<file path="src/rtl/roce_meta_pkg.sv">
// Field layout, constants and decode helpers shared by the RoCE tx meta tracker.
// Latency: n/a (package only).
// Backpressure: n/a (package only).
package roce_meta_pkg;

  // Tx meta command layout (bit offsets within tdata)
  localparam int META_OP_LSB    = 0;
  localparam int META_OP_W      = 3;
  localparam int META_QPN_LSB   = 3;
  localparam int META_QPN_W     = 24;
  localparam int META_LADDR_LSB = 27;
  localparam int META_LADDR_W   = 48;
  localparam int META_RADDR_LSB = 75;
  localparam int META_RADDR_W   = 48;
  localparam int META_LEN_LSB   = 123;
  localparam int META_LEN_W     = 32;
  localparam int META_FIELDS_W  = META_LEN_LSB + META_LEN_W;

  // Tx status layout (bit offsets within tdata)
  localparam int STATUS_OP_LSB   = 0;
  localparam int STATUS_OP_W     = 3;
  localparam int STATUS_QPN_LSB  = 3;
  localparam int STATUS_QPN_W    = 24;
  localparam int STATUS_CODE_LSB = 27;
  localparam int STATUS_CODE_W   = 8;
  localparam int STATUS_FIELDS_W = STATUS_CODE_LSB + STATUS_CODE_W;

  localparam logic [META_OP_W-1:0]     OP_RDMA_WRITE = 3'b001;
  localparam logic [STATUS_CODE_W-1:0] STATUS_OK     = 8'h00;

  // Declared MSB first so the struct overlays the low META_FIELDS_W bits of tdata
  typedef struct packed {
    logic [META_LEN_W-1:0]   len;
    logic [META_RADDR_W-1:0] raddr;
    logic [META_LADDR_W-1:0] laddr;
    logic [META_QPN_W-1:0]   qpn;
    logic [META_OP_W-1:0]    op;
  } meta_fields_t;

  function automatic meta_fields_t decode_meta(input logic [META_FIELDS_W-1:0] raw);
    return meta_fields_t'(raw);
  endfunction

  function automatic logic [STATUS_CODE_W-1:0] status_code(input logic [STATUS_FIELDS_W-1:0] raw);
    return raw[STATUS_CODE_LSB +: STATUS_CODE_W];
  endfunction

endpackage

</file>
<file path="src/rtl/tx_len_fifo.sv">
// Synchronous FIFO holding the len of every issued, not yet retired command.
// Latency: push visible at the head on the next cycle; at empty a simultaneous pop sees the pushed word directly.
// Backpressure: none internally; full/empty/count exported, push+pop together is legal at full and at empty.
module tx_len_fifo
  import roce_meta_pkg::*;
#(
  parameter int WIDTH = 32,
  parameter int DEPTH = 16
) (
  input  logic                     ap_clk,
  input  logic                     ap_rst_n,
  input  logic                     push,
  input  logic [WIDTH-1:0]         wr_dat,
  input  logic                     pop,
  output logic [WIDTH-1:0]         rd_dat,
  output logic                     full,
  output logic                     empty,
  output logic [$clog2(DEPTH):0]   count
);

  localparam int AW = $clog2(DEPTH);
  localparam logic [AW:0] DEPTH_CNT = (AW+1)'(DEPTH);

  logic [WIDTH-1:0] mem [DEPTH];
  logic [AW-1:0]    wr_ptr;
  logic [AW-1:0]    rd_ptr;
  logic             bypass;
  logic             wr_en;
  logic             rd_en;

  assign full  = (count == DEPTH_CNT);
  assign empty = (count == '0);

  // At empty a push+pop passes the word straight through and leaves the FIFO empty
  assign bypass = empty && push && pop;
  assign wr_en  = push && !bypass && (!full || pop);
  assign rd_en  = pop && !empty;
  assign rd_dat = empty ? wr_dat : mem[rd_ptr];

  // Pointer and occupancy bookkeeping
  always_ff @(posedge ap_clk) begin
    if (!ap_rst_n) begin
      wr_ptr <= '0;
      rd_ptr <= '0;
      count  <= '0;
    end else begin
      if (wr_en) wr_ptr <= wr_ptr + AW'(1);
      if (rd_en) rd_ptr <= rd_ptr + AW'(1);
      case ({wr_en, rd_en})
        2'b10:   count <= count + (AW+1)'(1);
        2'b01:   count <= count - (AW+1)'(1);
        default: count <= count;
      endcase
    end
  end

  // Storage array; contents are don't-care while their slot is unoccupied
  always_ff @(posedge ap_clk) begin
    if (wr_en) mem[wr_ptr] <= wr_dat;
  end

endmodule

</file>
<file path="src/rtl/roce_tx_meta_tracker.sv">
// Forwards tx meta commands through a 2-entry skid slice, caps commands in flight, retires them on status beats and keeps debug counters.
// Latency: 1 cycle s_axis_meta handshake to m_axis_meta_tvalid; counters update on the edge after the status beat.
// Backpressure: s_axis_meta_tready is registered (no comb path from m tready); status is never back-pressured.
module roce_tx_meta_tracker
  import roce_meta_pkg::*;
#(
  parameter int META_W          = 256,
  parameter int STATUS_W        = 512,
  parameter int MAX_OUTSTANDING = 16
) (
  input  logic                               ap_clk,
  input  logic                               ap_rst_n,

  input  logic                               s_axis_meta_tvalid,
  output logic                               s_axis_meta_tready,
  input  logic [META_W-1:0]                  s_axis_meta_tdata,
  input  logic [META_W/8-1:0]                s_axis_meta_tkeep,
  input  logic                               s_axis_meta_tlast,

  output logic                               m_axis_meta_tvalid,
  input  logic                               m_axis_meta_tready,
  output logic [META_W-1:0]                  m_axis_meta_tdata,
  output logic [META_W/8-1:0]                m_axis_meta_tkeep,
  output logic                               m_axis_meta_tlast,

  input  logic                               s_axis_status_tvalid,
  output logic                               s_axis_status_tready,
  input  logic [STATUS_W-1:0]                s_axis_status_tdata,
  input  logic [STATUS_W/8-1:0]              s_axis_status_tkeep,
  input  logic                               s_axis_status_tlast,

  input  logic                               clear,
  output logic [$clog2(MAX_OUTSTANDING):0]   outstanding,
  output logic [31:0]                        completed_cnt,
  output logic [31:0]                        error_cnt,
  output logic [63:0]                        bytes_done,
  output logic                               err_pulse,
  output logic                               underflow
);

  localparam int OW     = $clog2(MAX_OUTSTANDING) + 1;
  localparam int SLOT_W = META_W + META_W/8 + 1;
  localparam logic [OW:0]   CAP       = (OW+1)'(MAX_OUTSTANDING);
  localparam logic [OW-1:0] DEPTH_CNT = OW'(MAX_OUTSTANDING);

  // Skid slice state: slot0 is always the head presented downstream
  logic [SLOT_W-1:0] slot0;
  logic [SLOT_W-1:0] slot1;
  logic [SLOT_W-1:0] s_slot;
  logic [1:0]        occ;
  logic [1:0]        occ_nxt;
  logic [1:0]        wr_idx;
  logic              tready_q;
  logic              tready_nxt;
  logic              s_hs;
  logic              m_hs;

  // Accounting
  logic                      issue;
  logic                      status_hs;
  logic                      retire;
  logic                      status_ok;
  logic [STATUS_CODE_W-1:0]  code;
  meta_fields_t              issue_fields;
  logic [OW-1:0]             out_nxt;
  logic [OW:0]               occupied;

  // Length FIFO
  logic [META_LEN_W-1:0]     fifo_rd_dat;
  logic                      fifo_full;
  logic                      fifo_empty;
  logic [OW-1:0]             fifo_cnt;
  logic [OW-1:0]             fifo_cnt_nxt;

  logic                      unused_ok;

  assign s_slot             = {s_axis_meta_tlast, s_axis_meta_tkeep, s_axis_meta_tdata};
  assign m_axis_meta_tvalid = (occ != 2'd0);
  assign m_axis_meta_tdata  = slot0[META_W-1:0];
  assign m_axis_meta_tkeep  = slot0[META_W +: META_W/8];
  assign m_axis_meta_tlast  = slot0[SLOT_W-1];
  assign s_axis_meta_tready = tready_q;

  assign s_hs = s_axis_meta_tvalid && tready_q;
  assign m_hs = m_axis_meta_tvalid && m_axis_meta_tready;

  assign s_axis_status_tready = 1'b1;
  assign status_hs    = s_axis_status_tvalid;
  assign retire       = status_hs && (outstanding != '0);
  assign issue        = m_hs;
  assign issue_fields = decode_meta(m_axis_meta_tdata[META_FIELDS_W-1:0]);
  assign code         = status_code(s_axis_status_tdata[STATUS_FIELDS_W-1:0]);
  assign status_ok    = (code == STATUS_OK);

  // Next-state of slice occupancy, outstanding and FIFO fill, feeding the registered tready
  always_comb begin
    occ_nxt = occ;
    if (s_hs && !m_hs)      occ_nxt = occ + 2'd1;
    else if (!s_hs && m_hs) occ_nxt = occ - 2'd1;

    // slot that an accepted beat lands in, after any head departure this cycle
    wr_idx = m_hs ? (occ - 2'd1) : occ;

    out_nxt = outstanding;
    if (issue && !retire)      out_nxt = outstanding + OW'(1);
    else if (!issue && retire) out_nxt = outstanding - OW'(1);

    fifo_cnt_nxt = fifo_cnt;
    if (issue && !retire)      fifo_cnt_nxt = fifo_cnt + OW'(1);
    else if (!issue && retire) fifo_cnt_nxt = fifo_cnt - OW'(1);

    // beats held in the slice count against the cap so they can always be issued
    occupied   = (OW+1)'(out_nxt) + (OW+1)'(occ_nxt);
    tready_nxt = (occ_nxt != 2'd2) && (occupied < CAP) && (fifo_cnt_nxt < DEPTH_CNT);
  end

  // Slice control registers
  always_ff @(posedge ap_clk) begin
    if (!ap_rst_n) begin
      occ      <= 2'd0;
      tready_q <= 1'b0;
    end else begin
      occ      <= occ_nxt;
      tready_q <= tready_nxt;
    end
  end

  // Slice data: head only changes when it departs or the slice is empty, so tdata holds under stall
  always_ff @(posedge ap_clk) begin
    if (m_hs && (occ == 2'd2)) slot0 <= slot1;
    if (s_hs) begin
      if (wr_idx == 2'd0) slot0 <= s_slot;
      else                slot1 <= s_slot;
    end
  end

  tx_len_fifo #(
    .WIDTH (META_LEN_W),
    .DEPTH (MAX_OUTSTANDING)
  ) u_len_fifo (
    .ap_clk   (ap_clk),
    .ap_rst_n (ap_rst_n),
    .push     (issue),
    .wr_dat   (issue_fields.len),
    .pop      (retire),
    .rd_dat   (fifo_rd_dat),
    .full     (fifo_full),
    .empty    (fifo_empty),
    .count    (fifo_cnt)
  );

  // In-flight count
  always_ff @(posedge ap_clk) begin
    if (!ap_rst_n) outstanding <= '0;
    else           outstanding <= out_nxt;
  end

  // Debug counters; clear overrides any same-cycle increment
  always_ff @(posedge ap_clk) begin
    if (!ap_rst_n) begin
      completed_cnt <= 32'd0;
      error_cnt     <= 32'd0;
      bytes_done    <= 64'd0;
      underflow     <= 1'b0;
      err_pulse     <= 1'b0;
    end else begin
      err_pulse <= retire && !status_ok;
      if (clear) begin
        completed_cnt <= 32'd0;
        error_cnt     <= 32'd0;
        bytes_done    <= 64'd0;
        underflow     <= 1'b0;
      end else begin
        if (retire && status_ok) begin
          completed_cnt <= completed_cnt + 32'd1;
          bytes_done    <= bytes_done + {32'd0, fifo_rd_dat};
        end
        if (retire && !status_ok) error_cnt <= error_cnt + 32'd1;
        if (status_hs && (outstanding == '0)) underflow <= 1'b1;
      end
    end
  end

  // Fields carried for observation only
  assign unused_ok = ^{s_axis_status_tkeep, s_axis_status_tlast, s_axis_status_tdata,
                       issue_fields.raddr, issue_fields.laddr, issue_fields.qpn,
                       (issue_fields.op == OP_RDMA_WRITE), fifo_full, fifo_empty};

endmodule

</file>
<file path="config.mk">
export PLATFORM = sky130hd
export DESIGN_NAME = roce_tx_meta_tracker
export DESIGN_NICKNAME = d
export VERILOG_FILES = /design/src/rtl/roce_meta_pkg.sv /design/src/rtl/tx_len_fifo.sv /design/src/rtl/roce_tx_meta_tracker.sv
export SDC_FILE = /design/constraint.sdc
export NUM_CORES = 2
export LEC_CHECK = 0
export ABC_AREA = 1
export BUFFER_PORTS_ARGS = -buffer_cell sky130_fd_sc_hd__clkbuf_2
export CAP_MARGIN = 20
export CORE_AREA = 10 10 495 497
export DETAILED_ROUTE_END_ITERATION = 8
export DIE_AREA = 0 0 505 507
export PLACE_DENSITY = 0.37
export RECOVER_POWER = 25
export SYNTH_ARGS = -nofsm -noshare
export SYNTH_HDL_FRONTEND = slang
export SYNTH_SLANG_ARGS = --single-unit
</file>
<file path="constraint.sdc">
create_clock -name ap_clk -period 18.95 [get_ports ap_clk]
set_input_delay 1.895 -clock ap_clk [delete_from_list [all_inputs] [get_ports ap_clk]]
set_output_delay 1.895 -clock ap_clk [all_outputs]
set_load 0.03 [all_outputs]
</file>
==> metrics.md <==
| Metric | Value |
|---|---|
| CTS tree | done |
| Critical path, cell by cell | clkbuf_2, nand2_2, inv_8, nand2_1, o22ai_2, nand2_4, buf_4, buf_12, buf_4, buf_4, nor2_1, a31oi_1 |
| GR Overflow Total | 0 |
| Max-slew headroom | 0.0852 |
| CP Capture Type | register |
| Post-CTS sizing | 0 |
| First-pass GRT wire length | around 290000 um |
| Most used cell, CP | buf_4 |
| Die Span X | 505 um |
| Total Wirelength | 204000 um |
| Yosys warns | 0 |
| Setup TNS | 0 ps |
| I/O pin count | 1299 |
| Worst path arrival time | about 6800 ps |
| Sequential share of power | 0.364 |
| Logic pwr share | 0.349 |
| Hold buffer count at cts | 0 |
| Post-synthesis cell type count | between 40 and 50 |
| Final setup vio count | 0 |
| CP Class | in2reg |
| Fmax | between 150 and 200 MHz |
| Initial antenna violation count | 87 |
| Critical-path maximum fanout | ~220 |
| Max-Cap Viols | 0 |
| Critical path's largest stage delay | 840 ps |
| Die area | ~0.26 sq mm |
| Seq/Total Area, Yosys | 0.635 |
| # clock sinks | around 1200 |
| Post-synth ARST share | 0 |
| Clock latency on the worst-skew pair | ~810 ps |
| Hold_ws | 437 ps |
| Root Driver | clkbuf_16 |
| Remaining DRCs | 0 |
| Worst path required time | between 15000 and 20000 ps |
| Top cells by area, synth | edfxtp_1 46%, dfxtp_1 17%, nor2_1 6.4% |
| Yosys top cell area share | 0.463 |
| Via-to-Cell Ratio | roughly 4.5 |
| Post-Syn Area | slightly above 0.05 sq mm |
| Post CTS Setup Buffer Count | 0 |
| Pre-CTS setup slack | about 12000 ps |
| Leakage | between 20 and 25 nW |
| Flops & latches, synth | around 1200 |
| Area leader, netlist | edfxtp_1 |
| Hpwl dp | roughly 130000 um |
| Count leader, synth | nor2_1 |
| Critical path startpoint category | input pin |
| Sw Ratio | 0.414 |
| Cells after Synth | roughly 5300 |
| H-tree Lvls | 4 |
| Final period utilization | 0.322 |
| Buffers added on ports | 728 |
| Row cnt | between 150 and 200 |
| Routed Antenna Nets | 0 |
| Int Pwr | just over 6 mW |
| Max VDD drop | approximately 93 uV |
| Worst Tran Pin Value | roughly 1400 ps |
| Global Route Usage Sum | 0.152 |
| DR iter-0 viols | 3048 |
| Worst hold path class | reg2reg |
| Cts bufs inserted | between 150 and 200 |
| EDFF count, synth | roughly 800 |
| Top post-synthesis cells by count | 881 x nor2_1, 869 x nand2_1, 801 x edfxtp_1 |
| Synth Flop Type | edfxtp_1 |
| Clock power frac | 0.286 |
| Initial cell density of the core | 0.221 |
| Fraction of layout instances using a drive strength above 1 | 0.166 |
| CP max-delay cell | buf_4 |
| Clock skew | between 70 and 80 ps |
| Post-route minimum period | 6100 ps |
| CTS Buffer Depth | 3 |
| Die Y | approximately 510 um |
| DR vias | 41200 |
| Nets | 6849 |
| Outcome | finished clean |
| Psw | between 4 and 5 mW |
| DR WL/cell | around 22 um |
| Final Hold Fails | 0 |
| Pre-antenna DRT Iters | 5 |
| Largest net degree at the start of global routing | about 220 |
| Avg Synthesized Cell Area | 9.87 sq um |
| RePlAce Congestion | roughly 0.83 |
| Vias in the first global route | slightly above 40000 |
| RSZ-0062 raised after global routing | no |
| Synthesized Nets | between 6000 and 7000 |
| Pwr Density | roughly 160 mW/mm^2 |
| Core area | 0.235 sq mm |
| Syn-to-layout area delta | 23.4% |
| Clock Pin Slew Worst Setup and Hold Paths | roughly 60 ps |
| Final setup margin | 12850 ps |
| Final Max Tran Viols | 0 |
| R2R Setup Slk | between 10000 and 15000 ps |
## state kept, by name (all words and copies together) (netlist names), named ones only
name / count
u_len_fifo.wr_ptr: 4
error_cnt: 32
slot1: 289
s_axis_meta_tready: 1
bytes_done: 64
u_len_fifo.rd_ptr: 4
slot0: 289
u_len_fifo.mem: 512
err_pulse: 1
underflow: 1
u_len_fifo.count: 5
occ: 2
outstanding: 5
completed_cnt: 32
## power by group through the flow
stage	Clock, mW	Combinational [mW]	Sequential [mW]
floorplan	0	1.55	4.54
global placement	0	3.74	3.85
detailed placement	0	3.75	3.85
CTS	3.10	3.76	3.81
global route	3.21	4.02	3.87
finish	3.00	3.66	3.81
## final cells by class
cell class              instances  area [sq um]
multi-input cells            3382         16600
flip-flops and latches       1245         33000
fillers                     25200        171000
well taps                    3150          3940
inverters                     330          1250
clock inverters                68           800
clock buffers                 216          4360
diodes                         23          57.6
repair buffers                814          4110
## through the flow
step	std cells	power [mW]	util	instance area, sq um
after floorplan	5261	6.08	-	51900
after global placement	8920	7.60	0.252	59100
after detailed placement	8920	7.60	0.252	59100
after CTS	9204	10.7	0.274	64200
after global routing	9208	11.1	0.273	64000
final	9228	10.5	0.273	64100
## worst max-delay path: cells and delay by family
family / cells / cell delay, ps
AO/OA/AOI/OAI: 2 / 300
buffers and inverters: 6 / 3310
AND/OR/NAND/NOR: 4 / 890
## logic make-up after synthesis
group	synth area share
compound gates	0.103
other cells	0.0000722
simple gates	0.191
xor+xnor	0.00928
flops	0.635
fa+ha+maj	0.0122
buf+inv	0.0494
## per-layer routing
| layer | track usage | part of all wire |
|---|---|---|
| met1 | 0.195 | 0.44 |
| met2 | 0.240 | 0.45 |
| met3 | 0.0605 | 0.091 |
| met4 | 0.0310 | 0.019 |
| met5 | 0 | 0.0029 |
## path summary, 6_finish.rpt
path | startpoint | to | cells after the start
worst max-delay path | m_axis_meta_tready | slot0[156]$_DFF_P_ | 12
worst min-delay path | u_len_fifo.rd_ptr[3]$_SDFFE_PN0P_ | register | 1
worst max register to register | register | bytes_done[55]$_SDFFE_PP0P_ | 19
worst min register to register | u_len_fifo.rd_ptr[3]$_SDFFE_PN0P_ | register | 1
## layout by cell type (no fill, tap or decap), types with 5 or more instances in the layout
cell type / synthesis / layout
o21ai_1: 20 / 20
clkinv_1: 0 / 17
o21ai_0: 308 / 308
clkbuf_8: 0 / 25
nand3_1: 466 / 465
nand2_1: 869 / 868
inv_1: 319 / 318
nand2_2: 8 / 7
dfxtp_1: 444 / 441
nor4_1: 6 / 6
xnor2_1: 18 / 18
inv_2: 11 / 9
nor3_1: 52 / 52
nand3b_1: 5 / 5
diode_2: 0 / 23
o22ai_1: 47 / 47
xor2_1: 37 / 37
clkbuf_2: 0 / 642
clkbuf_16: 0 / 155
nor3_2: 8 / 8
o221ai_1: 82 / 82
buf_4: 15 / 55
nand4_1: 43 / 43
a31oi_1: 322 / 322
clkbuf_1: 177 / 149
nor2_2: 8 / 8
clkinv_16: 0 / 8
a21o_1: 7 / 7
nor2_4: 3 / 21
a21oi_1: 108 / 108
bufinv_16: 0 / 8
nor2_1: 881 / 863
ha_1: 49 / 48
clkinv_2: 0 / 23
edfxtp_1: 801 / 801
inv_6: 0 / 6
(Power assumes the default switching activity.)
